<file path="src/rtl/riscv_pkg.sv">
// Shared RISC-V definitions used by store decode and the store unit:
// store function codes, store FSM state type and an address helper.
package riscv_pkg;

    localparam logic [2:0] SB = 3'd0;
    localparam logic [2:0] SH = 3'd1;
    localparam logic [2:0] SW = 3'd2;

    typedef enum logic [1:0] {
        IDLE     = 2'd0,
        REQ      = 2'd1,
        WAIT_ACK = 2'd2,
        RESP     = 2'd3
    } store_state_t;

    // Clear the byte-offset bits so the memory port always sees a word address.
    function automatic logic [31:0] word_align(input logic [31:0] addr);
        return {addr[31:2], 2'b00};
    endfunction

endpackage

</file>
<file path="src/rtl/store_lane_steer.sv">
// Combinational byte-lane steering for SB/SH/SW: derives byte enables,
// replicated write data and the alignment fault from the low address bits.
module store_lane_steer
    import riscv_pkg::*;
(
    input  logic [1:0]  i_ea_lo,
    input  logic [2:0]  i_store_control,
    input  logic [31:0] i_rs2_val,
    output logic [3:0]  o_be,
    output logic [31:0] o_wdata,
    output logic        o_misaligned
);

    // Select lanes by access size; unknown codes fall back to byte stores.
    always_comb begin
        o_be         = 4'b0000;
        o_wdata      = 32'h0000_0000;
        o_misaligned = 1'b0;
        case (i_store_control)
            SH: begin
                o_misaligned = i_ea_lo[0];
                o_be         = i_ea_lo[1] ? 4'b1100 : 4'b0011;
                o_wdata      = {2{i_rs2_val[15:0]}};
            end
            SW: begin
                o_misaligned = (i_ea_lo != 2'b00);
                o_be         = 4'b1111;
                o_wdata      = i_rs2_val;
            end
            default: begin
                o_misaligned = 1'b0;
                o_be         = 4'b0001 << i_ea_lo;
                o_wdata      = {4{i_rs2_val[7:0]}};
            end
        endcase
    end

endmodule

</file>
<file path="src/rtl/store_unit.sv">
// RISC-V store execution unit: computes the effective address, steers the
// byte lanes, and runs one req/gnt/ack write transaction at a time with an
// ack timeout. All outputs except st_ready are registered.
module store_unit
    import riscv_pkg::*;
#(
    parameter int ACK_TIMEOUT = 16
)
(
    input  logic        clk,
    input  logic        rst,
    input  logic        st_valid,
    output logic        st_ready,
    input  logic [31:0] rs1_val,
    input  logic [31:0] rs2_val,
    input  logic [11:0] imm,
    input  logic [2:0]  store_control,
    output logic        mem_req,
    output logic [31:0] mem_addr,
    output logic [31:0] mem_wdata,
    output logic [3:0]  mem_be,
    input  logic        mem_gnt,
    input  logic        mem_ack,
    output logic        st_done,
    output logic        st_misaligned,
    output logic        st_err,
    output logic [31:0] st_bad_addr
);

    localparam int CNT_W = (ACK_TIMEOUT > 2) ? $clog2(ACK_TIMEOUT) : 1;
    localparam logic [CNT_W-1:0] CNT_LIMIT = CNT_W'(ACK_TIMEOUT - 1);
    localparam logic [CNT_W-1:0] CNT_ONE   = CNT_W'(1);
    localparam logic [CNT_W-1:0] CNT_ZERO  = CNT_W'(0);

    store_state_t     r_state;
    store_state_t     w_state_next;
    logic [CNT_W-1:0] r_cnt;
    logic [CNT_W-1:0] w_cnt_next;

    logic             r_mem_req;
    logic [31:0]      r_mem_addr;
    logic [31:0]      r_mem_wdata;
    logic [3:0]       r_mem_be;
    logic             r_st_done;
    logic             r_st_misaligned;
    logic             r_st_err;
    logic [31:0]      r_st_bad_addr;

    logic [31:0]      w_ea;
    logic [3:0]       w_be;
    logic [31:0]      w_wdata;
    logic             w_misaligned;
    logic             w_capture;
    logic             w_req_next;
    logic             w_done_next;
    logic             w_mis_next;
    logic             w_err_next;

    // Base plus sign-extended offset, wrapping modulo 2^32.
    assign w_ea = rs1_val + {{20{imm[11]}}, imm};

    store_lane_steer u_steer (
        .i_ea_lo         (w_ea[1:0]),
        .i_store_control (store_control),
        .i_rs2_val       (rs2_val),
        .o_be            (w_be),
        .o_wdata         (w_wdata),
        .o_misaligned    (w_misaligned)
    );

    // State register; reset aborts any transaction in flight.
    always_ff @(posedge clk or posedge rst) begin
        if (rst) begin
            r_state <= IDLE;
            r_cnt   <= CNT_ZERO;
        end else begin
            r_state <= w_state_next;
            r_cnt   <= w_cnt_next;
        end
    end

    // Next-state logic plus the next values of the registered outputs.
    always_comb begin
        w_state_next = r_state;
        w_cnt_next   = r_cnt;
        w_capture    = 1'b0;
        w_req_next   = 1'b0;
        w_done_next  = 1'b0;
        w_mis_next   = 1'b0;
        w_err_next   = 1'b0;
        case (r_state)
            IDLE: begin
                if (st_valid) begin
                    w_capture = 1'b1;
                    if (w_misaligned) begin
                        w_state_next = RESP;
                        w_done_next  = 1'b1;
                        w_mis_next   = 1'b1;
                    end else begin
                        w_state_next = REQ;
                        w_req_next   = 1'b1;
                    end
                end else begin
                    w_state_next = IDLE;
                end
            end
            REQ: begin
                // An ack without a grant is not meaningful and is ignored.
                if (mem_gnt && mem_ack) begin
                    w_state_next = RESP;
                    w_done_next  = 1'b1;
                end else if (mem_gnt) begin
                    w_state_next = WAIT_ACK;
                    w_cnt_next   = CNT_ZERO;
                end else begin
                    w_req_next   = 1'b1;
                end
            end
            WAIT_ACK: begin
                // Ack is tested first so it wins over a same-cycle timeout.
                if (mem_ack) begin
                    w_state_next = RESP;
                    w_done_next  = 1'b1;
                end else if (r_cnt == CNT_LIMIT) begin
                    w_state_next = RESP;
                    w_done_next  = 1'b1;
                    w_err_next   = 1'b1;
                end else begin
                    w_cnt_next   = r_cnt + CNT_ONE;
                end
            end
            RESP: begin
                w_state_next = IDLE;
            end
            default: begin
                w_state_next = IDLE;
            end
        endcase
    end

    // Registered outputs; transaction fields are frozen at accept time.
    always_ff @(posedge clk or posedge rst) begin
        if (rst) begin
            r_mem_req       <= 1'b0;
            r_mem_addr      <= 32'h0000_0000;
            r_mem_wdata     <= 32'h0000_0000;
            r_mem_be        <= 4'b0000;
            r_st_done       <= 1'b0;
            r_st_misaligned <= 1'b0;
            r_st_err        <= 1'b0;
            r_st_bad_addr   <= 32'h0000_0000;
        end else begin
            r_mem_req       <= w_req_next;
            r_st_done       <= w_done_next;
            r_st_misaligned <= w_mis_next;
            r_st_err        <= w_err_next;
            if (w_capture) begin
                r_mem_addr    <= word_align(w_ea);
                r_mem_wdata   <= w_wdata;
                r_mem_be      <= w_be;
                r_st_bad_addr <= w_ea;
            end else begin
                r_mem_addr    <= r_mem_addr;
                r_mem_wdata   <= r_mem_wdata;
                r_mem_be      <= r_mem_be;
                r_st_bad_addr <= r_st_bad_addr;
            end
        end
    end

    assign st_ready      = (r_state == IDLE);
    assign mem_req       = r_mem_req;
    assign mem_addr      = r_mem_addr;
    assign mem_wdata     = r_mem_wdata;
    assign mem_be        = r_mem_be;
    assign st_done       = r_st_done;
    assign st_misaligned = r_st_misaligned;
    assign st_err        = r_st_err;
    assign st_bad_addr   = r_st_bad_addr;

endmodule

</file>
<file path="config.mk">
export PLATFORM = sky130hd
export DESIGN_NAME = store_unit
export DESIGN_NICKNAME = d
export VERILOG_FILES = /design/src/rtl/riscv_pkg.sv /design/src/rtl/store_lane_steer.sv /design/src/rtl/store_unit.sv
export SDC_FILE = /design/constraint.sdc
export NUM_CORES = 1
export LEC_CHECK = 0
export ABC_CLOCK_PERIOD_IN_PS = 3310
export CAP_MARGIN = 5
export CORE_MARGIN = 4
export CORE_UTILIZATION = 47
export CTS_BUF_LIST = sky130_fd_sc_hd__clkbuf_4
export DETAILED_ROUTE_END_ITERATION = 12
export PLACE_DENSITY = 0.88
export SYNTH_ARGS = -nofsm -noshare
export SYNTH_HDL_FRONTEND = slang
export SYNTH_SLANG_ARGS = --single-unit
export TNS_END_PERCENT = 1
</file>
<file path="constraint.sdc">
create_clock -name clk -period 3.31 [get_ports clk]
set_input_delay 0.4965 -clock clk [delete_from_list [all_inputs] [get_ports clk]]
set_output_delay 0.4965 -clock clk [all_outputs]
set_load 0.01 [all_outputs]
</file>
==> impl_metrics.toml, run 1 <==
[route]
postRouteAntennaNets = 0
wl_per_cell_um = 17.0
drt-initial-drc-count = 313
viasPerCell = 5.63
first_pass_iters = 5
wl_mm = 15.2
drc = 0
vias = 5058

[worst_hold_path]
min_from = "mem_wdata[2]"
min_path_type = "flop to flop"
hold_depth = 2
whs_endpoint = "mem_wdata[2]"

[synth]
yosysTopAreaCell = "dfrtp_1"
muxShareOfSynthArea_pct = 3.23
synth_compound_area_share_pct = 23.1
synthAdderAreaFrac_pct = 8.86
synth_seq_area_share_pct = 36.8
syn_area_per_cell_um2 = 8.78
synthFlopType = "dfrtp_1"
yosys-top-cells-area = "dfrtp_1 37%, ha_1 8.5%, nand2_1 7.8%, o21ai_0 6.2%, buf_4 4.5%"
syn-cell-area_um2 = 5310
ys_types = 62
yosys.area.top_type_share_pct = 36.8
synth_top_family_by_area = "compound AO/OA/AOI/OAI gates"
yosysWarningCount = 0
synthArstFlopShare_pct = 100
synth-edff-count = 0
synthXorXnorAreaFrac_pct = 4.12
synth-seq-cells = 78
synth-simple-area-share_pct = 15.9
syn_inst = 605

[critical_path]
critPathBufInv = 1
cp.arrival_ns = 3.10
critPathLaunchType = "primary input"
crit_path_cell_trace = "clkdlybuf4s50_1 -> ha_1 -> a21oi_1 -> o21ai_0 -> or2_1 -> o21a_4 -> o211ai_2 -> a2111o_1 -> nand3_1"
r2r_end = "st_bad_addr[28]"
path_class = "primary input to flop"
crit_path_max_fanout = 10
ff2ff_path_depth = 7
cp.depth = 9
regToRegStartpoint = "r_state[0]"
max_stage_delay_ns = 0.65
worst-r2r-setup-slack_ns = 1.03
critPathCaptureType = "flop"
critPathSlowestCell = "clkdlybuf4s50_1"
critPathRequiredTime_ns = 3.63
critical-path-top-delay-family = "compound AO/OA/AOI/OAI gates"

[global_route]
gr-usage-met3_pct = 4.02
track_usage_pct = 23.2
antenna_found_initial = 0
use_met1_pct = 27.3
grt_start_max_net_pins = 67
grt_most_used_layer = "met2"
global_route.usage.met2_pct = 42.1
grt_pass1_wl_mm = 24.3
grt_pass1_vias = 5076
grt_overflow = 0

[clocking]
cts_tree = "yes"
cts_resized = 0
ctsHoldBuffers = 0
h-tree-depth = 3
clock-sinks = 78
clock_latency_ns = 0.43
root_buffer = "clkbuf_4"
post_cts_buffers = 0
cts_made_buffers = 9
cts_max_path_buffers = 2
path_clk_slew_ns = 0.12

[power_and_ir_drop]
ir_drop_mv = 0.399
power_switching_mw = 1.93
power_frac_comb_pct = 55.1
switching_share_pct = 38.4
p_seq_share_pct = 33.5
power.density_nw_per_um2 = 696
clockPowerShare_pct = 11.5
p_leak_nw = 3.19
p_int_mw = 3.11

[placed_design]
gp_congestion = 0.928
hpwl_mm = 12.1
port_buffers = 186
dp_slack_ns = 0.128

[floorplan]
num_io_pins = 189
die_y_um = 114
rows = 38
initial_core_util_pct = 48.6
core_area_um2 = 10900
die_x_um = 114
dieArea_um2 = 13100

[sta]
layout_setup_ws_ns = 0.529
fmax_ghz = 0.360
hold_violations = 0
relSlewSlack_pct = 35.4
slew_viol_final = 0
clock_skew_ns = 0.0103
finalSetupTns_ns = 0
finalCritPeriodShare_pct = 84.0
timing.final.crit_period_ns = 2.78
rsz0062_at_grt = "false"
setup_viol = 0
max_slew.worst_pin.slew_ns = 0.968

[final_layout]
final_cell_mix = "186 x clkdlybuf4s50_1, 110 x nand2_1, 78 x dfrtp_1, 66 x o21ai_0, 36 x ha_1"
finalNetCount = 874
synthToLayoutAreaGrowth_pct = 36.3
layout-drive-gt1-share_pct = 6.33
final_common_cell = "clkdlybuf4s50_1"

[flow_run]
drv_cap = 0

[outcome]
status = "completed"
area by class of cell:
type / count / area, µm²
fillers: 865 / 3700
multi-input cells: 450 / 2950
repair buffers: 198 / 1960
flip-flops and latches: 78 / 1950
well taps: 140 / 175
clock buffers: 11 / 82.6
inverters: 16 / 61.3
clock inverters: 5 / 50.0
diodes: 1 / 2.50
cell usage after synthesis (16+ instances only):
cell and count:
a21o_1 16, inv_1 16, mux2i_1 16, a21oi_1 27
ha_1 36, clkbuf_1 21, xor2_1 17, buf_4 32
dfrtp_1 78, nor2_1 19, o21ai_0 66, nand2_1 111
sequential cells by signal, summed over array words and instances, names as in the netlist:
signal,flops
mem_wdata,32
r_state,2
st_done,1
st_misaligned,1
r_cnt,4
mem_be,4
st_err,1
mem_req,1
st_bad_addr,32
metal layers:
metal / routed length, µm / up-vias
met5: 0 / -
met1: 5950 / 2403
li1: - / 2420
met2: 7910 / 206
met3: 1080 / 29
met4: 305 / 0
logic make-up after synthesis:
| kind of cell | Yosys count |
|---|---|
| flops | 78 |
| simple gates | 186 |
| fa+ha+maj | 37 |
| xor+xnor | 25 |
| compound gates | 183 |
| other cells | 1 |
| mux | 17 |
| buf+inv | 78 |
through the flow:
| stage | area [µm²] | power, mW | hold slack [ns] | cells | utilization (%) |
|---|---|---|---|---|---|
| after detailed placement | 7100 | 4.51 | 0.464 | 882 | 65.0 |
| after global routing | 7240 | 5.39 | 0.512 | 898 | 66.2 |
| after CTS | 7240 | 5.09 | 0.492 | 898 | 66.2 |
| final | 7240 | 5.04 | 0.491 | 899 | 66.2 |
| after floorplan | 5310 | 3.12 | 0.507 | 606 | - |
| after global placement | 7100 | 4.42 | 0.453 | 882 | 65.0 |
worst reg2reg max path, stage by stage, from the launching register on:
cell,delay (ns)
dfrtp_1,0.43
inv_1,0.12
ha_1,0.32
and2_0,0.81
nand2b_1,0.15
o21ai_0,0.19
a21oi_1,0.06
o311ai_1,0.11
worst max-delay path by stage:
stage	from	slack, ns	to
6_report	imm[11]	0.53	st_bad_addr[29]
2_1_floorplan	rst	0.82	mem_be[0]
4_1_cts	imm[11]	0.61	st_bad_addr[30]
3_5_place_dp	imm[11]	0.13	st_bad_addr[30]
3_3_place_gp	imm[11]	0.22	st_bad_addr[30]
5_1_grt	imm[11]	0.41	st_bad_addr[29]
power by group through the flow:
stage	Clock, mW	Combinational, mW	Sequential, mW
6_report	0.577	2.78	1.69
5_1_grt	0.627	3.01	1.75
2_1_floorplan	0	1.27	1.84
3_3_place_gp	0	2.73	1.69
3_5_place_dp	0	2.80	1.71
4_1_cts	0.588	2.81	1.69
Note: power is estimated with default switching activity, not from simulation.
==> run 2: changes to the inputs <==
--- a/config.mk
+++ b/config.mk
@@ -5,13 +5,13 @@
 export SDC_FILE = /design/constraint.sdc
 export NUM_CORES = 1
 export LEC_CHECK = 0
-export ABC_CLOCK_PERIOD_IN_PS = 3310
+export ABC_CLOCK_PERIOD_IN_PS = 2550
 export CAP_MARGIN = 5
 export CORE_MARGIN = 4
-export CORE_UTILIZATION = 47
+export CORE_UTILIZATION = 42
 export CTS_BUF_LIST = sky130_fd_sc_hd__clkbuf_4
 export DETAILED_ROUTE_END_ITERATION = 12
-export PLACE_DENSITY = 0.88
+export PLACE_DENSITY = 0.84
 export SYNTH_ARGS = -nofsm -noshare
 export SYNTH_HDL_FRONTEND = slang
 export SYNTH_SLANG_ARGS = --single-unit
==> constraint.sdc (replaced) <==
create_clock -name clk -period 2.55 [get_ports clk]
set_input_delay 0.3825 -clock clk [delete_from_list [all_inputs] [get_ports clk]]
set_output_delay 0.3825 -clock clk [all_outputs]
set_load 0.01 [all_outputs]
==> impl_metrics.toml, run 2 (synthesized netlist as in run 1, its figures left out) <==
[outcome]
status = "completed"

[final_layout]
instances_no_fill = 1001
layout-drive-gt1-share_pct = 15.1
seq_area_um2 = 1950
synthToLayoutAreaGrowth_pct = 48.8
design_area_um2 = 7900
final_common_cell = "clkdlybuf4s50_1"
final_cell_mix = "186 x clkdlybuf4s50_1, 110 x nand2_1, 84 x buf_4, 78 x dfrtp_1, 66 x o21ai_0"
multi_input_area_um2 = 2980
finalNetCount = 948
fillerInstances = 1014

[global_route]
grt_pass1_wl_mm = 26.4
gr-usage-met3_pct = 4.44
antenna_found_initial = 1
global_route.usage.met2_pct = 42.4
grt_pass1_vias = 5542
use_met1_pct = 24.9
grt_most_used_layer = "met2"
grt_overflow = 0
track_usage_pct = 22.5
grt_start_max_net_pins = 71

[placed_design]
port_buffers = 186
gp_congestion = 0.933
dp_slack_ns = -0.404
placed_area_um2 = 7700
placed_cells = 983
hpwl_mm = 13.3

[critical_path]
critPathRequiredTime_ns = 2.93
critPathLaunchType = "primary input"
crit_path_max_fanout = 3
regToRegStartpoint = "r_state[0]"
cp.arrival_ns = 2.84
r2r_end = "r_cnt[2]"
worst-r2r-setup-slack_ns = 0.38
ff2ff_path_depth = 7
path_class = "primary input to flop"
critPathCaptureType = "flop"

[sta]
finalCritPeriodShare_pct = 96.2
hold_violations = 0
clock_skew_ns = 0.0129
relSlewSlack_pct = 56.0
slew_viol_final = 0
max_slew.worst_pin.slew_ns = 0.659
setup_viol = 0
fmax_ghz = 0.408
layout_setup_ws_ns = 0.0967
finalSetupTns_ns = 0
timing.final.crit_period_ns = 2.45

[clocking]
cts_made_buffers = 9
root_buffer = "clkbuf_4"
clock_latency_ns = 0.42
cts_max_path_buffers = 2
cts_tree = "yes"
clock-sinks = 78
h-tree-depth = 3
path_clk_slew_ns = 0.14

[floorplan]
dieArea_um2 = 14500
core_area_um2 = 12200
rows = 40
die_y_um = 120
initial_core_util_pct = 43.5
num_io_pins = 189
die_x_um = 120

[power_and_ir_drop]
ir_drop_mv = 0.404
p_total_mw = 6.87
power.density_nw_per_um2 = 870
p_leak_nw = 3.57

[route]
wl_mm = 16.6
wl_per_cell_um = 16.6
drc = 0
vias = 5342
viasPerCell = 5.34
postRouteAntennaNets = 0
drt-initial-drc-count = 319
first_pass_iters = 4

[flow_run]
drv_cap = 0

[worst_hold_path]
min_path_type = "primary input to async pin"
==> run 2: changes by cell type in the layout (fill, tap and decap cells not counted), moves of 2 or more <==
cell and delta:
clkbuf_4 -2, a221oi_2 +2, a221oi_1 -2, buf_4 +73
clkinv_4 +2
==> run 2: where the power goes <==
group | switching, mW | total (mW) | internal, mW
clock | 0.474 | 0.875 | 0.401
combinational | 1.75 | 3.80 | 2.05
sequential | 0.398 | 2.19 | 1.79
total | 2.62 | 6.87 | 4.25
==> run 2: worst max-delay path by stage <==
| stage | depth (start not counted) | endpoint | slack [ns] | start |
|---|---|---|---|---|
| floorplan | 1 | mem_be[0] | 0.17 | rst |
| global route | 10 | st_bad_addr[24] | -0.01 | imm[11] |
| global placement | 10 | st_bad_addr[24] | -0.35 | rs1_val[0] |
| detailed placement | 10 | st_bad_addr[24] | -0.40 | rs1_val[0] |
| CTS | 10 | st_bad_addr[24] | 0.08 | rs1_val[0] |
| finish | 10 | st_bad_addr[26] | 0.1 | rs1_val[0] |
==> run 2: per-stage QoR <==
step / util, % / hold slack [ns]
after floorplan: - / 0.488
after global placement: 63.1 / 0.456
after detailed placement: 63.1 / 0.469
after CTS: 64.4 / 0.305
after global routing: 64.7 / 0.330
final: 64.7 / 0.305
==> run 2: what timing repair did <==
item | 4_1_cts | 5_1_grt
hold buffers | 0 | 0
setup endpoints to repair | 0 | 7
buffers inserted | 0 | 1
resized for setup | 0 | 5
==> run 2: area by class of cell <==
class / count / area share, %
sequential: 78 / 24.7
clock inverter: 7 / 1.24
multi-input combinational: 450 / 37.7
antenna: 1 / 0.0317
tap: 168 / 2.66
timing repair buffer: 272 / 32.1
inverter: 16 / 0.776
clock buffer: 9 / 0.855
==> run 2: per-layer routing <==
| metal | part of all wire, % | routed length [µm] |
|---|---|---|
| met1 | 39 | 6490 |
| met2 | 52 | 8580 |
| met3 | 6.9 | 1150 |
| met4 | 2.5 | 412 |
| met5 | 0 | 0 |
==> run 2: worst max-delay path, stage by stage <==
cell             delay [ns]
clkdlybuf4s50_1        0.41
ha_1                   0.23
fa_1                   0.39
a21o_1                 0.21
a221oi_4               0.34
o211ai_2               0.17
nand3_2                0.14
a21oi_2                0.07
or4_1                  0.40
nand3_1                0.10
